===== src/rtl/program_loader_pkg.sv =====
// Shared constants and state encoding for the boot-time program loader.
// Compile-time option: PROGRAM_LOADER_CHECKSUM_EN adds a trailing XOR checksum byte.
package program_loader_pkg;

  localparam int HEADER_BYTES   = 2;
  localparam int BYTES_PER_WORD = 4;

  localparam logic [31:0] DEFAULT_BASE_ADDRESS = 32'h0040_0000;

  typedef logic [2:0] state_t;

  localparam state_t ST_IDLE   = 3'd0;
  localparam state_t ST_LEN_LO = 3'd1;
  localparam state_t ST_LEN_HI = 3'd2;
  localparam state_t ST_DATA   = 3'd3;
  localparam state_t ST_WRITE  = 3'd4;
  localparam state_t ST_CHECK  = 3'd5;
  localparam state_t ST_DONE   = 3'd6;
  localparam state_t ST_ERROR  = 3'd7;

endpackage


===== src/rtl/loader_word_assembler.sv =====
// Collects stream bytes little-endian into a 32-bit word and flags the 4th byte.
// With PROGRAM_LOADER_CHECKSUM_EN it also keeps a running XOR of header and data bytes.
module loader_word_assembler
  import program_loader_pkg::*;
(
  input  logic        clk,
  input  logic        reset,
  input  logic        clear,
  input  logic        data_accept,
  input  logic [7:0]  byte_in,
`ifdef PROGRAM_LOADER_CHECKSUM_EN
  input  logic        sum_accept,
  output logic [7:0]  checksum,
`endif
  output logic [31:0] word_next,
  output logic        word_complete
);

  logic [31:0] word_q;
  logic [1:0]  byte_count;

  // word_next already contains the byte being accepted, so the top can register it directly
  always_comb begin
    word_next = word_q;
    word_next[8*byte_count +: 8] = byte_in;
  end

  assign word_complete = data_accept && (byte_count == 2'(BYTES_PER_WORD - 1));

  always_ff @(posedge clk or posedge reset) begin
    if (reset) begin
      word_q     <= '0;
      byte_count <= '0;
    end else if (clear) begin
      word_q     <= '0;
      byte_count <= '0;
    end else if (data_accept) begin
      word_q     <= word_next;
      byte_count <= byte_count + 2'd1;
    end
  end

`ifdef PROGRAM_LOADER_CHECKSUM_EN
  always_ff @(posedge clk or posedge reset) begin
    if (reset) begin
      checksum <= '0;
    end else if (clear) begin
      checksum <= '0;
    end else if (sum_accept) begin
      checksum <= checksum ^ byte_in;
    end
  end
`endif

endmodule


===== src/rtl/program_loader.sv =====
// Boot loader: parses a length header, writes little-endian words to instruction memory
// and releases the CPU once the image is complete. Option: PROGRAM_LOADER_CHECKSUM_EN.
module program_loader
  import program_loader_pkg::*;
#(
  parameter int MEMORY_DEPTH = 32,
  parameter int DATA_WIDTH   = 32,
  parameter logic [DATA_WIDTH-1:0] BASE_ADDRESS = DATA_WIDTH'(DEFAULT_BASE_ADDRESS)
) (
  input  logic                  clk,
  input  logic                  reset,
  input  logic                  start_i,
  input  logic [7:0]            byte_i,
  input  logic                  byte_valid_i,
  output logic                  byte_ready_o,
  output logic                  wr_en_o,
  output logic [DATA_WIDTH-1:0] wr_address_o,
  output logic [DATA_WIDTH-1:0] wr_data_o,
  output logic [15:0]           words_loaded_o,
  output logic                  cpu_hold_o,
  output logic                  done_o,
  output logic                  error_o
);

  localparam logic [15:0] DEPTH_LIMIT = 16'(MEMORY_DEPTH);

  state_t      state;
  logic [7:0]  len_lo;
  logic [15:0] len;
  logic [15:0] len_value;
  logic [15:0] loaded_next;
  logic        accept;
  logic        start_load;
  logic [31:0] word_next;
  logic        word_complete;
`ifdef PROGRAM_LOADER_CHECKSUM_EN
  logic [7:0]  checksum;
`endif

  always_comb begin
    byte_ready_o = 1'b0;
    case (state)
      ST_LEN_LO, ST_LEN_HI, ST_DATA: byte_ready_o = 1'b1;
`ifdef PROGRAM_LOADER_CHECKSUM_EN
      ST_CHECK: byte_ready_o = 1'b1;
`endif
      default: byte_ready_o = 1'b0;
    endcase
  end

  assign accept      = byte_valid_i && byte_ready_o;
  assign start_load  = start_i && (state == ST_IDLE || state == ST_DONE || state == ST_ERROR);
  assign len_value   = {byte_i, len_lo};
  assign loaded_next = words_loaded_o + 16'd1;
  assign cpu_hold_o  = ~done_o;

  loader_word_assembler u_assembler (
    .clk          (clk),
    .reset        (reset),
    .clear        (start_load),
    .data_accept  (accept && (state == ST_DATA)),
    .byte_in      (byte_i),
`ifdef PROGRAM_LOADER_CHECKSUM_EN
    .sum_accept   (accept && (state == ST_LEN_LO || state == ST_LEN_HI || state == ST_DATA)),
    .checksum     (checksum),
`endif
    .word_next    (word_next),
    .word_complete(word_complete)
  );

  // Write strobe is pulsed from DATA into WRITE so address/data are registered with it
  always_ff @(posedge clk or posedge reset) begin
    if (reset) begin
      state          <= ST_IDLE;
      wr_en_o        <= 1'b0;
      wr_address_o   <= BASE_ADDRESS;
      wr_data_o      <= '0;
      words_loaded_o <= '0;
      done_o         <= 1'b0;
      error_o        <= 1'b0;
      len_lo         <= '0;
      len            <= '0;
    end else begin
      wr_en_o <= 1'b0;
      case (state)
        ST_IDLE, ST_DONE, ST_ERROR: begin
          if (start_i) begin
            state          <= ST_LEN_LO;
            words_loaded_o <= '0;
            done_o         <= 1'b0;
            error_o        <= 1'b0;
          end
        end
        ST_LEN_LO: begin
          if (accept) begin
            len_lo <= byte_i;
            state  <= ST_LEN_HI;
          end
        end
        ST_LEN_HI: begin
          if (accept) begin
            len <= len_value;
            if (len_value > DEPTH_LIMIT) begin
              state   <= ST_ERROR;
              error_o <= 1'b1;
            end else if (len_value == 16'd0) begin
`ifdef PROGRAM_LOADER_CHECKSUM_EN
              state  <= ST_CHECK;
`else
              state  <= ST_DONE;
              done_o <= 1'b1;
`endif
            end else begin
              state <= ST_DATA;
            end
          end
        end
        ST_DATA: begin
          if (word_complete) begin
            wr_en_o      <= 1'b1;
            wr_address_o <= BASE_ADDRESS + DATA_WIDTH'({words_loaded_o, 2'b00});
            wr_data_o    <= DATA_WIDTH'(word_next);
            state        <= ST_WRITE;
          end
        end
        ST_WRITE: begin
          words_loaded_o <= loaded_next;
          if (loaded_next == len) begin
`ifdef PROGRAM_LOADER_CHECKSUM_EN
            state  <= ST_CHECK;
`else
            state  <= ST_DONE;
            done_o <= 1'b1;
`endif
          end else begin
            state <= ST_DATA;
          end
        end
`ifdef PROGRAM_LOADER_CHECKSUM_EN
        ST_CHECK: begin
          if (accept) begin
            if (byte_i == checksum) begin
              state  <= ST_DONE;
              done_o <= 1'b1;
            end else begin
              state   <= ST_ERROR;
              error_o <= 1'b1;
            end
          end
        end
`endif
        default: state <= ST_IDLE;
      endcase
    end
  end

endmodule


===== config.mk =====
export PLATFORM = sky130hd
export DESIGN_NAME = program_loader
export DESIGN_NICKNAME = d
export VERILOG_FILES = /design/src/rtl/program_loader_pkg.sv /design/src/rtl/loader_word_assembler.sv /design/src/rtl/program_loader.sv
export SDC_FILE = /design/constraint.sdc
export NUM_CORES = 1
export LEC_CHECK = 0
export ABC_AREA = 1
export CORE_AREA = 5 5 140 142
export CTS_CLUSTER_DIAMETER = 200
export DETAILED_ROUTE_END_ITERATION = 6
export DIE_AREA = 0 0 145 147
export DONT_BUFFER_PORTS = 1
export GPL_TIMING_DRIVEN = 0
export PLACE_DENSITY = 0.51
export SKIP_CTS_REPAIR_TIMING = 1
export SLEW_MARGIN = 20
export SYNTH_ARGS = -nofsm -noshare
export SYNTH_HDL_FRONTEND = slang
export SYNTH_HIERARCHICAL = 1
export SYNTH_SLANG_ARGS = --single-unit
export TNS_END_PERCENT = 30

===== constraint.sdc =====
create_clock -name clk -period 3.23 [get_ports clk]
set_input_delay 0.646 -clock clk [delete_from_list [all_inputs] [get_ports clk]]
set_output_delay 0.646 -clock clk [all_outputs]
set_load 0.005 [all_outputs]

==> results.yml, run 1 <==
power:
  cell_internal_pwr_mw: 3.90
  seqPwrFrac_pct: 36.6
  power_density_nw_per_um2: 806
  peakVddDrop_v: 0.000412
  clkPwrFrac_pct: 33.8
  pwr-share-comb_pct: 29.6
  swShare_pct: 36.1
  p_sw_mw: 2.21
  p_leak_nw: 4.09
global_routing:
  grt_usage_pct: 16.4
  overflow: 0
  antenna_found_initial: 0
  grt_pass1_vias: 5358
  grt_pass1_wl_mm: 28.3
  grt_max_degree: 66
sta:
  setup_viol: 0
  fin_worst_skew_ps: 11.6
  fin_crit_ps: 2490
  setup_tns_ps: 0
  slew_headroom_pct: 57.1
  slew_violations: 0
  post-route-period-util_pct: 77.0
  hold_violations: 0
  clock.fmax_mhz: 402
  rsz0062_at_grt: "false"
  worstMarginPinSlew_ps: 642
  fin_ws_ps: 744
layout:
  diodes: 0
  n_fill_cell: 1900
  mostFrequentLayoutCells: "nand2_1 (421), dfrtp_1 (128), inv_1 (67), o21ai_0 (51), nand3_1 (50)"
  final_net_count: 930
  layout-drive-gt1-share_pct: 8.98
  final_util_pct: 41.4
  layout_commonest_cell: "nand2_1"
  syn_to_final_growth_pct: 15.8
logic_synthesis:
  yosysWarnings: 6
  synthSimpleGateAreaFrac_pct: 36.3
  synth_top_family_by_area: "simple AND/OR/NAND/NOR gates"
  ys_types: 35
  synth_xor_xnor_area_share_pct: 0.401
  yosysSeqAreaShare_pct: 48.9
  synth_seq_cells: 128
  synth_compound_area_share_pct: 5.20
  avgSynthCellArea_sq_um: 7.47
  synthAdderAreaFrac_pct: 1.15
  synth_cells: 877
  synthMuxAreaShare_pct: 0
  synth_area_sq_um: 6550
placed_design:
  hpwlAfterDp_mm: 13.1
  routabilityCongestion: 0.812
  io_buffers: 0
  post-place-ws_ps: 706
critical_path:
  crit_type: "reg2reg"
  end_kind: "flop"
  ff2ff_setup_slack_ps: 740
  path_max_fanout: 10
  critPathArrivalTime_ps: 2820
  worst-endpoint-required_ps: 3570
  worstSetupStartpointType: "flop"
detailed_routing:
  drc: 0
  vias: 5389
  dr.first_iter.drc_count: 320
  viasPerCell: 4.65
  wirelength_mm: 17.5
  ant_nets: 0
  dr.pass1.iters: 5
  wl_per_cell_um: 15.1
floorplan:
  coreArea_sq_um: 18300
  core.rowCount: 50
  die_h_um: 147
  pin_count: 97
  dieArea_sq_um: 21300
  die_w_um: 145
  initial_core_util_pct: 35.7
clocking:
  cts_tree: "built"
  clkTransAtPathRegs_ps: 60
  cts.path.max_buffers: 2
  ctsRootBufferMaster: "clkbuf_16"
  htreeDepth: 4
  clkLatencyLatePin_ps: 420
  numClockSinks: 128
  cts_buffers: 17
job:
  drv_cap: 0
status:
  outcome: "finished clean"
worst_hold_path:
  hp-class: "in2async"
[per-stage QoR]
| step | hold WS (ps) | power, mW | area, sq um | cells |
|---|---|---|---|---|
| after floorplan | 449 | 3.59 | 6600 | 891 |
| after global placement | 462 | 4.07 | 6890 | 1125 |
| after detailed placement | 465 | 4.09 | 6950 | 1127 |
| after CTS | 53.9 | 6.18 | 7580 | 1158 |
| after global routing | 62.6 | 6.54 | 7580 | 1158 |
| final | 48.4 | 6.11 | 7580 | 1158 |
[synthesized netlist by cell type]
cell type | count | area [sq um]
nand2_1 | 421 | 1580
dfrtp_1 | 128 | 3200
inv_1 | 69 | 259
o21ai_0 | 51 | 255
nand3_1 | 50 | 250
nor2_1 | 35 | 131
nand4_1 | 20 | 125
buf_4 | 19 | 143
clkbuf_1 | 17 | 63.8
nor2_4 | 9 | 101
nand3b_1 | 7 | 52.6
o22ai_1 | 7 | 43.8
ha_1 | 6 | 75.1
nand2_2 | 4 | 25.0
nand2_4 | 4 | 45.0
nor2_2 | 4 | 25.0
clkinv_1 | 3 | 11.3
buf_2 | 2 | 10.0
conb_1 | 2 | 7.51
inv_2 | 2 | 7.51
nor3_1 | 2 | 10.0
xor2_1 | 2 | 17.5
a21oi_1 | 1 | 5.00
a22o_1 | 1 | 8.76
a31oi_1 | 1 | 6.26
buf_6 | 1 | 11.3
clkbuf_2 | 1 | 5.00
inv_4 | 1 | 6.26
nor2_8 | 1 | 20.0
nor4_1 | 1 | 6.26
o21ai_1 | 1 | 5.00
o21ai_2 | 1 | 8.76
o21bai_1 | 1 | 7.51
or2_2 | 1 | 6.26
xnor2_1 | 1 | 8.76
[power by group through the flow]
stage / Clock (mW) / Sequential [mW] / Combinational [mW]
detailed placement: 0 / 2.27 / 1.82
global route: 2.17 / 2.29 / 2.08
global placement: 0 / 2.26 / 1.81
CTS: 2.11 / 2.24 / 1.83
floorplan: 0 / 2.19 / 1.40
finish: 2.07 / 2.24 / 1.81
[cell type report]
class                   count  area [sq um]  share of cell area (%)
well taps                 234           293                    3.86
clock inverters             9           156                    2.06
flip-flops and latches    128          3200                    42.2
clock buffers              22           474                    6.25
inverters                  75           289                    3.81
multi-input cells         648          2880                    38.0
plain buffers              40           233                    3.07
repair buffers              2          55.1                   0.726
[sequential cells by signal, summed over array words and instances, names as in the netlist, 2 cells and up]
signal	flops
len	16
u_assembler/word_q	32
words_loaded_o	16
wr_address_o	16
len_lo	8
u_assembler/byte_count	2
state	3
wr_data_o	32
[path summary, 6_finish.rpt]
check,start,endpoint,depth (start not counted)
worst max-delay path,state[0],wr_address_o[4],11
worst min register to register,u_assembler/word_q[12],u_assembler/word_q[12],2
min in group clk,byte_i[1],len[9],2
max in group asynchronous,reset,words_loaded_o[7],2
worst min-delay path,reset,wr_data_o[28],1
worst max register to register,state[0],wr_address_o[4],11
[logic make-up after synthesis]
logic type      after synthesis
flops                       128
fa+ha+maj                     6
buf+inv                     115
simple gates                559
xor+xnor                      3
other cells                   2
compound gates               64
[critical path: stages (launching register included)]
cell and delay [ps]:
dfrtp_1 380, inv_1 80, nor3_1 160, inv_1 110
nor2_1 160, nand2_1 70, inv_1 70, inv_1 40
nor2_1 500, inv_2 250, clkbuf_1 340, o21ai_0 230
[metal layers]
layer  track usage (%)  vias to the layer above  wire length, um
met4              3.81                        0              127
met2              27.7                      108             8580
li1                  -                     2787                -
met5                 0                        -                0
met3              5.24                        8             1040
met1              20.6                     2486             7720
Power figures use the tool's default switching activity.
==> run 2: changes to the inputs <==
--- a/config.mk
+++ b/config.mk
@@ -12,7 +12,7 @@
 export DIE_AREA = 0 0 145 147
 export DONT_BUFFER_PORTS = 1
 export GPL_TIMING_DRIVEN = 0
-export PLACE_DENSITY = 0.51
+export PLACE_DENSITY = 0.49
 export SKIP_CTS_REPAIR_TIMING = 1
 export SLEW_MARGIN = 20
 export SYNTH_ARGS = -nofsm -noshare
==> constraint.sdc (replaced) <==
create_clock -name clk -period 2.46 [get_ports clk]
set_input_delay 0.492 -clock clk [delete_from_list [all_inputs] [get_ports clk]]
set_output_delay 0.492 -clock clk [all_outputs]
set_load 0.005 [all_outputs]
==> results.yml, run 2 (synthesis gave the netlist of run 1 again) <==
status:
  outcome: "finished clean"
floorplan:
  pin_count: 97
  die_w_um: 145
  coreArea_sq_um: 18300
  die_h_um: 147
  core.rowCount: 50
  dieArea_sq_um: 21300
  initial_core_util_pct: 35.7
detailed_routing:
  wl_per_cell_um: 15.3
  vias: 5360
  dr.first_iter.drc_count: 310
  dr.pass1.iters: 4
  viasPerCell: 4.61
  ant_nets: 0
  wirelength_mm: 17.8
  drc: 0
critical_path:
  ff2ff_setup_slack_ps: 270
  critPathLaunch: "state[0]"
  critPathBufInv: 6
  rr_startpoint: "state[0]"
  worst-endpoint-required_ps: 2770
  ff2ff_path_depth: 12
  path_max_fanout: 10
  worst_r2r_endpoint: "wr_data_o[27]"
  critPathArrivalTime_ps: 2500
  worstSetupStartpointType: "flop"
  path_common_cell: "inv_1"
  path_cells: "inv_1, nor3_1, inv_1, nor2_1, nand2_1, inv_1, inv_1, nor2_4, inv_2, clkbuf_1, nand2_1, nand2_1"
  endpoint: "wr_data_o[27]"
  slowest_stage: "dfrtp_1"
  crit_cells: 12
  crit_type: "reg2reg"
  path_delay_family: "buffers and inverters"
  max_stage_delay_ps: 370
  end_kind: "flop"
sta:
  clock.fmax_mhz: 457
  fin_hold_ws_ps: 202
  rsz0062_at_grt: "true"
  fin_worst_skew_ps: 10.0
  worstMarginPinSlew_ps: 647
  slew_headroom_pct: 56.9
  setup_tns_ps: 0
  setup_viol: 0
  slew_violations: 0
  hold_violations: 0
  fin_crit_ps: 2190
  post-route-period-util_pct: 88.9
power:
  seqPwrFrac_pct: 37.3
  swShare_pct: 37.7
  cell_internal_pwr_mw: 4.91
  pwr-share-comb_pct: 30.6
  p_leak_nw: 4.11
  power_mw: 7.87
  peakVddDrop_v: 0.000534
  power_density_nw_per_um2: 1040
  clkPwrFrac_pct: 32.1
  p_sw_mw: 2.96
clocking:
  clkTransAtPathRegs_ps: 60
  numClockSinks: 128
  ctsRootBufferMaster: "clkbuf_16"
  htreeDepth: 4
  cts_tree: "built"
  cts_buffers: 17
  cts.path.max_buffers: 2
  clkLatencyLatePin_ps: 420
layout:
  layout_commonest_cell: "nand2_1"
  reg.largest.list: "u_assembler/word_q (32), wr_data_o (32)"
  final_net_count: 933
  fin_cells: 1162
  diodes: 0
  layout-drive-gt1-share_pct: 9.81
  syn_to_final_growth_pct: 16.1
  mostFrequentLayoutCells: "nand2_1 (421), dfrtp_1 (128), inv_1 (67), o21ai_0 (51), nand3_1 (50)"
worst_hold_path:
  hp-class: "in2reg"
  min_from: "byte_i[1]"
global_routing:
  antenna_found_initial: 0
  grt_pass1_wl_mm: 28.9
  grt_pass1_vias: 5461
  grt_usage_pct: 16.9
  overflow: 0
  grt_max_degree: 30
placed_design:
  placed_cells: 1129
  io_buffers: 0
  hpwlAfterDp_mm: 13.4
  routabilityCongestion: 0.829
job:
  drv_cap: 0
-- run 2: worst min path at each step --
stage,end,slack (ps),depth (start not counted)
after global placement,u_assembler/word_q[15],460,2
final,len[9],200,2
after CTS,u_assembler/word_q[23],-50,1
after detailed placement,u_assembler/word_q[31],400,1
after global routing,len[9],190,2
after floorplan,u_assembler/word_q[10],450,2
-- run 2: layout make-up --
class / instances / area (sq um)
Sequential cell: 128 / 3200
Clock buffer: 19 / 453
Tap cell: 234 / 293
Clock inverter: 13 / 135
Inverter: 75 / 288
Fill cell: 1912 / 10700
Timing Repair Buffer: 5 / 105
Buffer: 40 / 235
Multi-Input combinational cell: 648 / 2890
-- run 2: worst reg2reg max path: cells and delay by family, from the launching register on --
kind	cells	cell delay, ps
flip-flops	1	370
AND/OR/NAND/NOR	6	830
buffers and inverters	6	880
-- run 2: power by group through the flow --
stage / combinational (mW) / clock (mW) / sequential [mW]
3_3_place_gp: 2.38 / 0 / 2.97
6_report: 2.41 / 2.52 / 2.94
5_1_grt: 2.75 / 2.69 / 3.00
4_1_cts: 2.42 / 2.59 / 2.94
2_1_floorplan: 1.84 / 0 / 2.87
3_5_place_dp: 2.41 / 0 / 2.97
-- run 2: routing by layer --
| metal | track usage, % | part of all wire [%] |
|---|---|---|
| met1 | 20.6 | 44 |
| met2 | 28.4 | 48 |
| met3 | 5.24 | 5.5 |
| met4 | 5.74 | 1.8 |
| met5 | 0 | 0 |
-- run 2: per-stage QoR --
step	setup WS (ps)	utilization, %	instance area, sq um
global placement	-133	37.6	6900
global route	-39.8	41.5	7600
CTS	-172	41.4	7580
detailed placement	-143	38.1	6990
finish	273	41.5	7600
floorplan	636	-	6600
==> run 3: changes to the inputs <==
--- a/config.mk
+++ b/config.mk
@@ -6,15 +6,15 @@
 export NUM_CORES = 1
 export LEC_CHECK = 0
 export ABC_AREA = 1
-export CORE_AREA = 5 5 140 142
+export CORE_AREA = 2 2 137 139
 export CTS_CLUSTER_DIAMETER = 200
 export DETAILED_ROUTE_END_ITERATION = 6
-export DIE_AREA = 0 0 145 147
+export DIE_AREA = 0 0 139 141
 export DONT_BUFFER_PORTS = 1
 export GPL_TIMING_DRIVEN = 0
 export PLACE_DENSITY = 0.49
 export SKIP_CTS_REPAIR_TIMING = 1
-export SLEW_MARGIN = 20
+export SLEW_MARGIN = 30
 export SYNTH_ARGS = -nofsm -noshare
 export SYNTH_HDL_FRONTEND = slang
 export SYNTH_HIERARCHICAL = 1
==> constraint.sdc (replaced) <==
create_clock -name clk -period 2.3 [get_ports clk]
set_input_delay 0.46 -clock clk [delete_from_list [all_inputs] [get_ports clk]]
set_output_delay 0.46 -clock clk [all_outputs]
set_load 0.005 [all_outputs]
==> results.yml, run 3 (synthesis gave the netlist of run 1 again) <==
clocking:
  cts_tree: "built"
  cts.path.max_buffers: 2
  cts_buffers: 17
  htreeDepth: 4
  clkTransAtPathRegs_ps: 60
  clkLatencyLatePin_ps: 430
  ctsRootBufferMaster: "clkbuf_16"
  numClockSinks: 128
detailed_routing:
  viasPerCell: 4.63
  ant_nets: 0
  vias: 5389
  wl_per_cell_um: 15.0
  dr.pass1.iters: 4
  wirelength_mm: 17.5
  drc: 0
  dr.first_iter.drc_count: 283
critical_path:
  slowest_stage: "dfrtp_1"
  path_max_fanout: 10
  end_kind: "flop"
  path_delay_family: "buffers and inverters"
  critPathArrivalTime_ps: 2380
  path_common_cell: "inv_1"
  critPathBufInv: 6
  worstSetupStartpointType: "flop"
  crit_type: "reg2reg"
  max_stage_delay_ps: 390
  worst-endpoint-required_ps: 2600
  path_cells: "inv_1, nor3_1, inv_1, nor2_1, nand2_1, inv_1, inv_1, nor2_4, inv_2, clkbuf_1, nand2_1, o21ai_0"
sta:
  setup_viol: 0
  rsz0062_at_grt: "true"
  slew_headroom_pct: 56.0
  fin_ws_ps: 218
  slew_violations: 0
  setup_tns_ps: 0
  fin_worst_skew_ps: 12.5
  worstMarginPinSlew_ps: 660
  hold_violations: 0
  fin_crit_ps: 2080
  post-route-period-util_pct: 90.5
  clock.fmax_mhz: 480
power:
  swShare_pct: 35.8
  power_density_nw_per_um2: 1140
  peakVddDrop_v: 0.000592
  p_sw_mw: 3.14
  p_leak_nw: 4.15
  pwr-share-comb_pct: 29.3
  seqPwrFrac_pct: 35.8
  power_mw: 8.79
  clkPwrFrac_pct: 34.9
  cell_internal_pwr_mw: 5.65
layout:
  fin_cells: 1163
  syn_to_final_growth_pct: 17.5
  mostFrequentLayoutCells: "nand2_1 (420), dfrtp_1 (126), inv_1 (67), o21ai_0 (51), nand3_1 (50)"
  layout-drive-gt1-share_pct: 10.8
  reg.largest.list: "u_assembler/word_q (32), wr_data_o (32)"
  diodes: 0
  final_net_count: 934
  layout_commonest_cell: "nand2_1"
status:
  outcome: "finished clean"
placed_design:
  hpwlAfterDp_mm: 13.2
  post-place-ws_ps: -215
  routabilityCongestion: 0.822
  placed_cells: 1129
  io_buffers: 0
global_routing:
  antenna_found_initial: 0
  grt_pass1_vias: 5406
  grt_max_degree: 28
  overflow: 0
  grt_pass1_wl_mm: 28.6
  grt_usage_pct: 18.6
floorplan:
  initial_core_util_pct: 35.8
  die_h_um: 141
  core.rowCount: 50
  pin_count: 97
  die_w_um: 139
  dieArea_sq_um: 19600
  coreArea_sq_um: 18300
worst_hold_path:
  hp-class: "in2reg"
job:
  drv_cap: 0
-- run 3: cell count changes in the layout (fill, tap and decap cells not counted), moves of 3 or more --
cell / before / now
clkbuf_2: 3 / 7
bufinv_16: 2 / 5
clkinv_2: 5 / 2
nor2_1: 34 / 31
nor2_2: 4 / 7
-- run 3: per-layer routing --
layer	track usage [%]	wire length [um]
met5	0	0
met4	5.74	231
met3	4.96	865
met2	32.8	8750
met1	22.3	7620
-- run 3: final timing paths --
| path | depth (start not counted) | endpoint | from | slack (ps) |
|---|---|---|---|---|
| min | 2 | len[12] | byte_i[4] | 170 |
| min reg2reg | 2 | u_assembler/word_q[7] | u_assembler/word_q[7] | 480 |
| max | 12 | wr_address_o[5] | state[0] | 220 |
| min in group asynchronous | 2 | u_assembler/word_q[10] | reset | 510 |
| max reg2reg | 12 | wr_address_o[5] | state[0] | 220 |
| max in group asynchronous | 4 | words_loaded_o[10] | reset | 1030 |
-- run 3: cell type report --
cell class              count  area (sq um)
plain buffers              40           240
multi-input cells         648          2900
flip-flops and latches    128          3210
fillers                  1961         10600
well taps                 234           293
clock buffers              23           488
inverters                  75           288
clock inverters             9           178
repair buffers              6           105
-- run 3: power by group through the flow --
stage	Sequential [mW]	Clock (mW)	Combinational, mW
2_1_floorplan	3.07	0	1.97
3_3_place_gp	3.17	0	2.54
3_5_place_dp	3.18	0	2.57
4_1_cts	3.15	3.13	2.58
5_1_grt	3.22	3.21	2.97
6_report	3.15	3.07	2.58
-- run 3: through the flow --
stage / hold slack [ps] / cell area [sq um] / util, %
after floorplan: 449 / 6600 / -
after global placement: 462 / 6900 / 37.8
after detailed placement: 332 / 6980 / 38.2
after CTS: -122 / 7650 / 41.9
after global routing: 155 / 7690 / 42.1
final: 170 / 7690 / 42.1
